===== config.mk =====
export PLATFORM = sky130hd
export DESIGN_NAME = alu_sequencer
export DESIGN_NICKNAME = d
export VERILOG_FILES = /design/src/rtl/alu_sequencer.sv
export SDC_FILE = /design/constraint.sdc
export NUM_CORES = 1
export LEC_CHECK = 0
export CAP_MARGIN = 20
export CORE_ASPECT_RATIO = 1.2
export CORE_MARGIN = 8
export CORE_UTILIZATION = 50
export CTS_CLUSTER_DIAMETER = 120
export CTS_CLUSTER_SIZE = 14
export DETAILED_ROUTE_END_ITERATION = 10
export GPL_TIMING_DRIVEN = 0
export PLACE_DENSITY = 0.68
export SETUP_SLACK_MARGIN = 0.2
export SYNTH_ARGS = -nofsm -noshare
export SYNTH_HDL_FRONTEND = slang
export SYNTH_SLANG_ARGS = --single-unit

===== constraint.sdc =====
create_clock -name clk_i -period 3.4 [get_ports clk_i]
set_clock_uncertainty 0.1 [all_clocks]
set_input_delay 0.68 -clock clk_i [delete_from_list [all_inputs] [get_ports clk_i]]
set_output_delay 0.68 -clock clk_i [all_outputs]
set_load 0.02 [all_outputs]

===== src/rtl/alu_sequencer.sv =====
// Program sequencer feeding the accumulator ALU: stores {opcode, operand} words,
// issues one per clock on start, and captures ALU_OUT results with a fixed latency.
module alu_sequencer #(
    parameter int DATA_WIDTH  = 8,
    parameter int ADDR_WIDTH  = 4,
    parameter int OUT_LATENCY = 1
) (
    input  logic                    clk_i,
    input  logic                    reset_i,
    input  logic                    prog_we_i,
    input  logic [ADDR_WIDTH-1:0]   prog_addr_i,
    input  logic [DATA_WIDTH+3:0]   prog_wdata_i,
    input  logic                    start_i,
    output logic                    busy_o,
    output logic                    done_o,
    output logic [ADDR_WIDTH-1:0]   pc_o,
    output logic [3:0]              alu_opcode_o,
    output logic [DATA_WIDTH-1:0]   alu_data_in_o,
    input  logic [DATA_WIDTH-1:0]   alu_data_out_i,
    output logic [DATA_WIDTH-1:0]   result_o,
    output logic                    result_valid_o
);

    localparam int         WORD_W  = DATA_WIDTH + 4;
    localparam int         DEPTH   = 1 << ADDR_WIDTH;
    localparam int         CNT_W   = $clog2(OUT_LATENCY + 2);
    localparam int         TRK_W   = OUT_LATENCY + 1;
    localparam logic [3:0] OP_OUT  = 4'h7;
    localparam logic [3:0] OP_HALT = 4'hF;
    localparam logic [CNT_W-1:0] DRAIN_LAST = CNT_W'(OUT_LATENCY + 1);

    typedef enum logic [1:0] {IDLE, RUN, DRAIN} state_t;

    logic [WORD_W-1:0]     mem [DEPTH];
    state_t                state_q;
    logic                  busy_q;
    logic                  done_q;
    logic [ADDR_WIDTH-1:0] pc_q;
    logic [3:0]            opcode_q;
    logic [DATA_WIDTH-1:0] data_in_q;
    logic [CNT_W-1:0]      drain_cnt_q;
    logic [TRK_W-1:0]      trk_q;
    logic [TRK_W-1:0]      trk_d;
    logic [DATA_WIDTH-1:0] result_q;
    logic                  result_valid_q;

    logic [WORD_W-1:0]     fetch_word;
    logic [3:0]            fetch_op;
    logic [DATA_WIDTH-1:0] fetch_data;
    logic                  out_issue;

    assign fetch_word = mem[pc_q];
    assign fetch_op   = fetch_word[WORD_W-1 -: 4];
    assign fetch_data = fetch_word[DATA_WIDTH-1:0];
    assign out_issue  = (state_q == RUN) && (fetch_op == OP_OUT);

    always_ff @(posedge clk_i) begin
        if (prog_we_i && (state_q == IDLE)) begin
            mem[prog_addr_i] <= prog_wdata_i;
        end
    end

    // Drain ends one edge after the last possible capture: a HALT fetch already
    // spent one of those cycles, a run ending on the last address has not.
    always_ff @(posedge clk_i) begin
        if (reset_i) begin
            state_q     <= IDLE;
            busy_q      <= 1'b0;
            done_q      <= 1'b0;
            pc_q        <= '0;
            opcode_q    <= '0;
            data_in_q   <= '0;
            drain_cnt_q <= '0;
        end else begin
            done_q <= 1'b0;
            case (state_q)
                IDLE: begin
                    opcode_q  <= '0;
                    data_in_q <= '0;
                    pc_q      <= '0;
                    if (start_i) begin
                        state_q <= RUN;
                        busy_q  <= 1'b1;
                    end
                end
                RUN: begin
                    if (fetch_op == OP_HALT) begin
                        opcode_q    <= '0;
                        data_in_q   <= '0;
                        state_q     <= DRAIN;
                        drain_cnt_q <= CNT_W'(1);
                    end else begin
                        opcode_q  <= fetch_op;
                        data_in_q <= fetch_data;
                        if (pc_q == '1) begin
                            state_q     <= DRAIN;
                            drain_cnt_q <= '0;
                        end else begin
                            pc_q <= pc_q + ADDR_WIDTH'(1);
                        end
                    end
                end
                DRAIN: begin
                    opcode_q  <= '0;
                    data_in_q <= '0;
                    if (drain_cnt_q == DRAIN_LAST) begin
                        done_q      <= 1'b1;
                        busy_q      <= 1'b0;
                        pc_q        <= '0;
                        drain_cnt_q <= '0;
                        state_q     <= IDLE;
                    end else begin
                        drain_cnt_q <= drain_cnt_q + CNT_W'(1);
                    end
                end
                default: state_q <= IDLE;
            endcase
        end
    end

    // Each issued ALU_OUT rides this shift register until the ALU result is valid.
    always_comb begin
        trk_d = (trk_q << 1) | TRK_W'(out_issue);
    end

    always_ff @(posedge clk_i) begin
        if (reset_i) begin
            trk_q          <= '0;
            result_q       <= '0;
            result_valid_q <= 1'b0;
        end else begin
            trk_q          <= trk_d;
            result_valid_q <= trk_q[OUT_LATENCY];
            if (trk_q[OUT_LATENCY]) begin
                result_q <= alu_data_out_i;
            end
        end
    end

    assign busy_o         = busy_q;
    assign done_o         = done_q;
    assign pc_o           = pc_q;
    assign alu_opcode_o   = opcode_q;
    assign alu_data_in_o  = data_in_q;
    assign result_o       = result_q;
    assign result_valid_o = result_valid_q;

endmodule


; After elaboration in Yosys (flattened, before gate mapping)
; Memory sizes are Yosys's and may differ from the RTL's. A register that Yosys moved wholly into a read port is not among the register bits.
; Index checks and enable logic that the tools add are counted.
[word_totals]
elab_cells = 64
ram_bits = 192
reg_bits = 33
out_inout_bits = 27
memories = 1
inputBits = 28
[mem_list]
columns = name, words, width, rd, rd_ports_with_merged_regs, wr, line_no
row1 = mem, 16, 12, 1, 1, 1, 34  ; logic [WORD_W-1:0] mem [DEPTH];
[classes]
addsub = 2
eq_ne = 11
muxes = 25
n_bitwise = 2
reduce_logical = 13
[op_table]
columns = op, count
row1 = $mux 4, 6
row2 = $pmux 8 s2, 1
row3 = $mux 2, 7
row4 = $pmux 4 s3, 1
row5 = $eq 4x4->1 const B, 2
row6 = $mux 8, 1
row7 = $ne 2x2->1 const B, 4
row8 = $pmux 4 s2, 1
row9 = $pmux 2 s3, 1
row10 = $reduce_and 3->1, 2
row11 = $reduce_bool 2->1, 3
row12 = $mux 1, 5
row13 = $add 4x1->4 const B, 1
row14 = $eq 2x2->1 const B, 2
row15 = $eq 4x3->1 const B, 1
row16 = $pmux 2 s2, 1
row17 = $reduce_and 4->1, 1
row18 = $reduce_or 2->1, 2
row19 = $ne 3x1->1 const B, 1
row20 = $reduce_bool 3->1, 1
row21 = $add 2x1->2 const B, 1
row22 = $eq 2x1->1 const B, 1
row23 = $logic_and 1x1->1, 2
row24 = $logic_not 2->1, 1
row25 = other kinds (4), 4

; Logic depth before layout (Yosys ltp)
; Gate-level depths: netlist of the first run.
[logic_depth]
ltp_word = 6
depth_mapped = 8
mapped_depth_nobuf = 7

; Worst setup path after synthesis of the first run
; OpenSTA, ideal clock, no wires.
[synth_path]
path_kind = input-to-reg
start = in prog_we_i
end = mem mem[0][0] (netlist bit), enable pin
slack_ns = 0.923
t_required_ns = 2.904
setup_ns = 0.396
path_buffers = 0
arrival_time_ns = 1.980
cell_stages = 3
cell_sequence = nand2_1 or3_1 nor3_1
[synth_via]
elab_chain_len = 3
[synth_lines]
columns = element, line_no
row1 = start: declaration, 10  ; input logic prog_we_i,
row2 = $logic_and 1x1->1, 58  ; if (prog_we_i && (state_q == IDLE)) begin
row3 = $mux 1, 58
row4 = $mux 1 (implied by the code), 59  ; mem[prog_addr_i] <= prog_wdata_i;
row5 = end: declaration, 34
; No other way between the ends.

==> results of run 1 <==
[flip-flops by register name, indices dropped and copies added (netlist names), named ones only]
name,cells
busy_o,1
result_o,8
drain_cnt_q,2
pc_o,4
alu_data_in_o,8
state_q,2
trk_q,2
mem,192
result_valid_o,1
alu_opcode_o,4
done_o,1
[placed cells by master, fill, tap and decap left out, types with 5 or more instances in the layout]
master           instances
ha_1                     6
nor2_1                  34
mux2i_1                 13
clkbuf_16               21
dfxtp_1                 37
nor2b_1                  6
mux4_2                  56
a32oi_1                 12
edfxtp_1               192
clkdlybuf4s50_1         54
buf_6                   12
nor2_2                   5
nand2_1                 16
clkbuf_1                26
a31oi_1                  9
nand3_1                 11
[worst reg2reg max path, cell delays in order (launching register included)]
cell	delay, ps
dfxtp_1	490
clkbuf_1	460
clkbuf_1	630
mux4_2	430
mux4_2	520
a32oi_1	230
nor2_1	50
[metrics by stage]
step           hold slack, ps  cell area, um^2  TNS (ps)  instances  util, %
2_1_floorplan             314             8840         0        463        -
3_3_place_gp              334             9660    -20120        737     55.4
3_5_place_dp              329             9830         0        749     56.4
4_1_cts                   345            10400         0        785     59.8
5_1_grt                   375            10400         0        785     59.8
6_report                  339            10400         0        785     59.8
[power breakdown]
group          internal, mW  leakage (nW)  switching [mW]
Sequential             3.13          2.03          0.0497
Combinational         0.434         0.949           0.462
Clock                  1.16         0.281           0.933
[logic make-up after synthesis]
group                      after synthesis  share of synthesized area, %
DFF                                    229                          73.6
buffers and inverters                   27                          1.53
AOI/OAI and AO/OA                       36                          3.00
muxes                                   70                          15.9
and+or+nand+nor                         95                          5.15
adders and majority gates                6                         0.849
[cell type report]
class                   instances  share of cell area, %
clock buffers                  35                   5.55
flip-flops and latches        229                   62.4
plain buffers                  23                   1.16
inverters                       4                  0.144
clock inverters                 1                  0.108
well taps                     220                   2.64
multi-input cells             207                   21.4
repair buffers                 66                   6.55
[per-layer routing]
layer / GRT usage, % / part of all wire [%] / vias up
li1: - / - / 2063
met1: 20.0 / 38 / 2388
met2: 30.7 / 53 / 190
met3: 2.72 / 6.0 / 37
met4: 6.28 / 2.6 / 0
met5: 0 / 0 / -
[final timing paths]
path	from	to	slack, ps	depth (start not counted)
max reg2reg	flip-flop	alu_data_in_o[1]$_SDFFE_PP0P_	370	6
min	trk_q[0]$_SDFF_PP0_	trk_q[1]$_SDFF_PP0_	340	1
min reg2reg	trk_q[0]$_SDFF_PP0_	trk_q[1]$_SDFF_PP0_	340	1
max	flip-flop	alu_data_in_o[1]$_SDFFE_PP0P_	370	6
==> results.txt, run 1 <==
* Deepest level of the CTS H-tree: 1
- Start-to-end type of the worst setup path: reg2reg
* Number of global-route vias before repair: 4,916
- Gates resized during post-CTS repair numbered 0.
* Most common cell in the synthesized netlist: edfxtp_1
- Setup repair after global routing left no endpoint under its margin.
- For this configuration, the core starts out at a cell density of 50.7%.
- The number of setup buffers added after CTS is 0.
* Period minus WS final: 3030 ps
- Worst-skew pair later-pin latency: 490 ps
* Status: finished clean
* TritonCTS clock tree: done
- In this run the count of I/O pins placed on the die edge is 55.
- STA classifies the critical path endpoint as a flip-flop.
- Headroom to the max-slew limit came out at 36.2%.
- Root Driver: clkbuf_16
- Syn nets: 497
- The count of nets left with antenna violations once routing finished came out at 0.
* Total global routing overflow: 0
- Using the TritonRoute via totals, the vias-per-cell ratio works out to 5.96.
- The design draws 6.17 mW.
- Class of the tightest hold or removal check: reg2reg
- Yosys mapped the design onto 36 distinct sky130hd cell types.
* Period utilisation layout: 89.2%
- Post-Synthesis Cell Area: 0.00884 mm^2
* Die area: 0.0222 mm^2
- Data arrival time at the worst-slack endpoint: 3300 ps
- No sink is reached through more buffers than the 3 on the longest clock path.
- Critical Path Max Stage Delay: 620 ps
- Counting every instance in the synthesized netlist gives 463.
- Setup slack on the critical path of the routed design comes to 366 ps.
- Of the cells placed in the final design, the portion with a size suffix greater than 1 is 20.2%.
- Max Freq: 330 MHz
- Entering global routing, the biggest net connects 17 pins.
- Critical path's slowest cell: clkbuf_1
- Post-Route WL: 18,600 um
- At the pin with the least slew margin, the transition time is 955 ps.
* Final setup viols: 0
- Number of synthesized register bits: 229
- Counting flops with an async set or reset pin after synthesis yields a share of 0%.
- Clk pin slew, worst setup/hold paths: 60 ps
- Area used by sequential logic in the layout: 0.00651 mm^2
* Nets: 585
- After synthesis, the mean cell area works out to 19.1 um^2.
- From bottom edge to top edge, the die measures 162 um.
- Of all nets on the critical path, the largest fanout is 10.
- Vias post-DR: 4,678
- The floorplan has 53 rows.
* Share of the synthesized area in the top cell type: 65.2%
- Final Max Tran Viols: 0
* Synth-to-layout area growth: 17.9%
* Area of the core: 0.0174 mm^2
- Post-synthesis sequential area ratio: 73.6%
- Leak: 3.26 nW
* Final antenna diode count: 0
* Peak ir drop on the vdd network: 0.253 mV
- In the final routed layout, each cell accounts on average for 23.7 um.
* Antenna violations before repair: 0
* First-pass GRT wire length: 28,300 um
* Post-CTS Hold Fix Bufs: 0
- IO Port Bufs: 54
* Area leader, netlist: edfxtp_1
- Once detailed placement completed, the half-perimeter wirelength came to 12,700 um.
- Yosys warnings: 0
- The die is 137 um wide.
* Drt pass-1 iters: 5
- The number of buffers and inverters on the critical path is 2.
* Maximum Capacitance Violations: 0
- CP cell instances: clkbuf_1, clkbuf_1, mux4_2, mux4_2, a32oi_1, nor2_1
* Synth cell count leaders: edfxtp_1 (192), mux4_2 (56), nor2_1 (39), dfxtp_1 (37), nand2_1 (16)
* Family with the most delay on the worst path: buffers and inverters
- Timing analysis after detailed placement gives a worst setup slack of 368 ps.
* Weighted congestion reported at the end of routability-driven placement: 0.815
- In this run, CTS created clock tree buffers numbering 20.
- Hold Vio Cnt, Final: 0
- In this run, the number of DRC markers left after iteration 0 of detailed routing was 290.
- Among all flip-flop cells after synthesis, the most frequent one is edfxtp_1.
- Data on the critical path is required at its endpoint by 3660 ps.
- Number of fill cells: 1,238
- In this run, synthesis inferred 192 flip-flops with an integrated enable.
- Num Clock Sinks: 229
- Leading cell types by total area after synthesis: edfxtp_1 (65%), mux4_2 (14%), dfxtp_1 (8.4%)
- After detailed routing, the number of remaining DRC violations is 0.
* Kind of start point of the critical path: flip-flop
- Area used by multi-input combinational logic: 0.00223 mm^2
- In this run the power density over the cells is 592 mW/mm^2.
- For this run, the total global-route usage over all layers was measured as 17.1%.
Power figures use the tool's default switching activity.
==> run 2, diff against run 1 <==
- ABC_CLOCK_PERIOD_IN_PS: unset -> 3400
- CAP_MARGIN: 20 -> 5
==> results.txt, run 2 (same netlist as run 1, synthesis figures left out) <==
- The worst reg-to-reg path cell count came to 6 (unchanged).
- The CTS buffer count was 20 (unchanged).
- The period utilization was 89.1% (-0.15 points).
* Area used by multi-input combinational logic: 0.00224 mm^2 (+0.11%)
- The worst-skew pair later-pin latency is 490 ps (about the same).
- Num rows: 53 (unchanged)
- Most common library cell in the layout ignoring fill and taps: edfxtp_1
- By startpoint and endpoint, the worst setup path is classified as reg2reg.
- Maximum Capacitance Violations: 0 (unchanged)
- Nets: 582 (-0.51%)
- Number of global-route vias before repair: 4,940 (+0.49%)
- The count of hold buffers inserted by post-cts repair came to 0 (unchanged).
* Antenna violation net count after detailed routing: 0 (unchanged)
* Crit. End Element: flip-flop
* Num Clock Sinks: 229 (unchanged)
- The initial detailed-routing violation count came to 333 (+15%).
- In the layout the commonest cells are edfxtp_1 (192), mux4_2 (56), clkdlybuf4s50_1 (54), dfxtp_1 (37), nor2_1 (33).
* Leak: 3.24 nW (-0.68%)
* Clk pin slew, worst setup/hold paths: 70 ps (about the same)
- The buffer depth of the longest clock path came to 3 (unchanged).
- The wire length of the first global-routing pass came to 28,500 um (+0.46%).
- The total track usage came to 17.1% (+0.035 points).
* Max-slew headroom at the worst pin: 9.76% (-26 points)
- The final weighted congestion in routability-driven placement came to 0.815 (unchanged).
* Setup slack of the critical path after layout: 371 ps (+4.96 ps)
- Class of the tightest hold or removal check: reg2reg
- Max reg flops: 192 (unchanged)
- Register with the most flip-flops: mem
* Ratio of routed vias to standard cells: 5.95 (-0.24%)
- The sum of internal, switching and leakage power was 6.17 mW (about the same).
- IO Port Bufs: 54 (unchanged)
- The data required time of the critical path was 3660 ps (about the same).
* Post-Route WL: 18,700 um (+0.31%)
- Hold Path Stages: 1 (unchanged)
* Avg WL per Cell: 23.9 um (+0.70%)
- Area of the core: 0.0174 mm^2 (unchanged)
* Final Max Tran Viols: 0 (unchanged)
- Final TNS setup: 0 ps (unchanged)
* Peak ir drop on the vdd network: 0.363 mV (+43%)
- The number of fillers in the final layout was 1,253 (+1.2%).
- The final antenna diode count was 0 (unchanged).
- Number of instances resized during post-cts repair: 0 (unchanged)
- The length of the first detailed-routing pass in iterations is 5 (unchanged).
- The initial cell density of the core is 50.7% (unchanged).
- The worst hold margin is 347 ps (+8.10 ps).
* CP Max Fanout: 10 (unchanged)
* Die Height: 162 um (unchanged)
* Setup repair after global routing missed its margin: false
- The final cell count without fillers is 782 (-0.38%).
* Largest net degree at the start of global routing: 17 (unchanged)
* Max Freq: 330 MHz (+0.16%)
* Deepest level of the CTS H-tree: 1 (unchanged)
* Die area: 0.0222 mm^2 (unchanged)
- Period minus WS final: 3030 ps (-4.96 ps)
* Total global routing overflow: 0 (unchanged)
- Pin slew with the least headroom to its limit: 1350 ps (+393 ps)
* Synth-to-layout area growth: 17.5%
- The number of top-level pins came to 55 (unchanged).
* Setup slack at placement: 189 ps (-180 ps)
* Area used by sequential logic in the layout: 0.00651 mm^2 (unchanged)
- Vias post-DR: 4,649 (-0.62%)
- STA classifies the critical path startpoint as a flip-flop.
- The arrival time of data at the critical path endpoint came to 3290 ps (about the same).
- The remaining routing DRC violations is 0 (unchanged).
- TritonCTS clock tree: done
- For this design, the slowest cell found on the critical path is clkbuf_1.
* Final setup viols: 0 (unchanged)
* CP cell instances: clkbuf_1, clkbuf_1, mux4_2, mux4_2, a32oi_1, nor2_1
* Root Driver: clkbuf_16
- The run finished with clean final reports.
- The floorplan die width is 137 um (unchanged).
* Dpl hpwl: 12,500 um (-2.0%)
- The final hold violation count was 0 (unchanged).
* PD cells: 594 mW/mm^2 (+0.31%)
* Critical Path Max Stage Delay: 640 ps (+20 ps)
- The number of buffers added for setup after CTS came to 0 (unchanged).
* Number of cells after detailed placement: 745 (-0.53%)
* Fraction of final layout cells sized beyond drive strength 1: 19.8% (-0.43 points)
* Antenna violations before repair: 0 (unchanged)
run 2: path summary, 6_finish.rpt:
check	end	slack, ps	from
max reg2reg	alu_data_in_o[3]$_SDFFE_PP0P_	370	flip-flop
min reg2reg	trk_q[1]$_SDFF_PP0_	350	trk_q[0]$_SDFF_PP0_
max	alu_data_in_o[3]$_SDFFE_PP0P_	370	flip-flop
min	trk_q[1]$_SDFF_PP0_	350	trk_q[0]$_SDFF_PP0_
run 2: final cells by class:
cell class	count	area share (%)
Clock buffer	35	5.56
Buffer	23	1.16
Tap cell	220	2.65
Timing Repair Buffer	63	6.25
Sequential cell	229	62.6
Multi-Input combinational cell	207	21.5
Clock inverter	1	0.108
Inverter	4	0.144
run 2: through the flow:
step	instance area [um^2]	util [%]
after floorplan	8840	-
after global placement	9660	55.4
after detailed placement	9790	56.1
after CTS	10400	59.5
after global routing	10400	59.6
final	10400	59.6
run 2: where the power goes:
group	internal, mW	switching, mW
Combinational	0.432	0.459
Clock	1.16	0.938
Sequential	3.13	0.0508
run 2: routing by layer:
metal	vias up	GRT usage (%)	wire, um
met5	-	0	0
met3	37	2.29	909
met1	2422	20.6	7310
li1	2054	-	-
met2	136	30.8	10000
met4	0	5.59	446
run 2: critical path: cells and delay by family (launching register included):
| kind | cells | cell delay (ps) |
|---|---|---|
| buffers and inverters | 2 | 1080 |
| flip-flops | 1 | 480 |
| AO/OA/AOI/OAI | 1 | 230 |
| multiplexers | 2 | 950 |
| AND/OR/NAND/NOR | 1 | 60 |
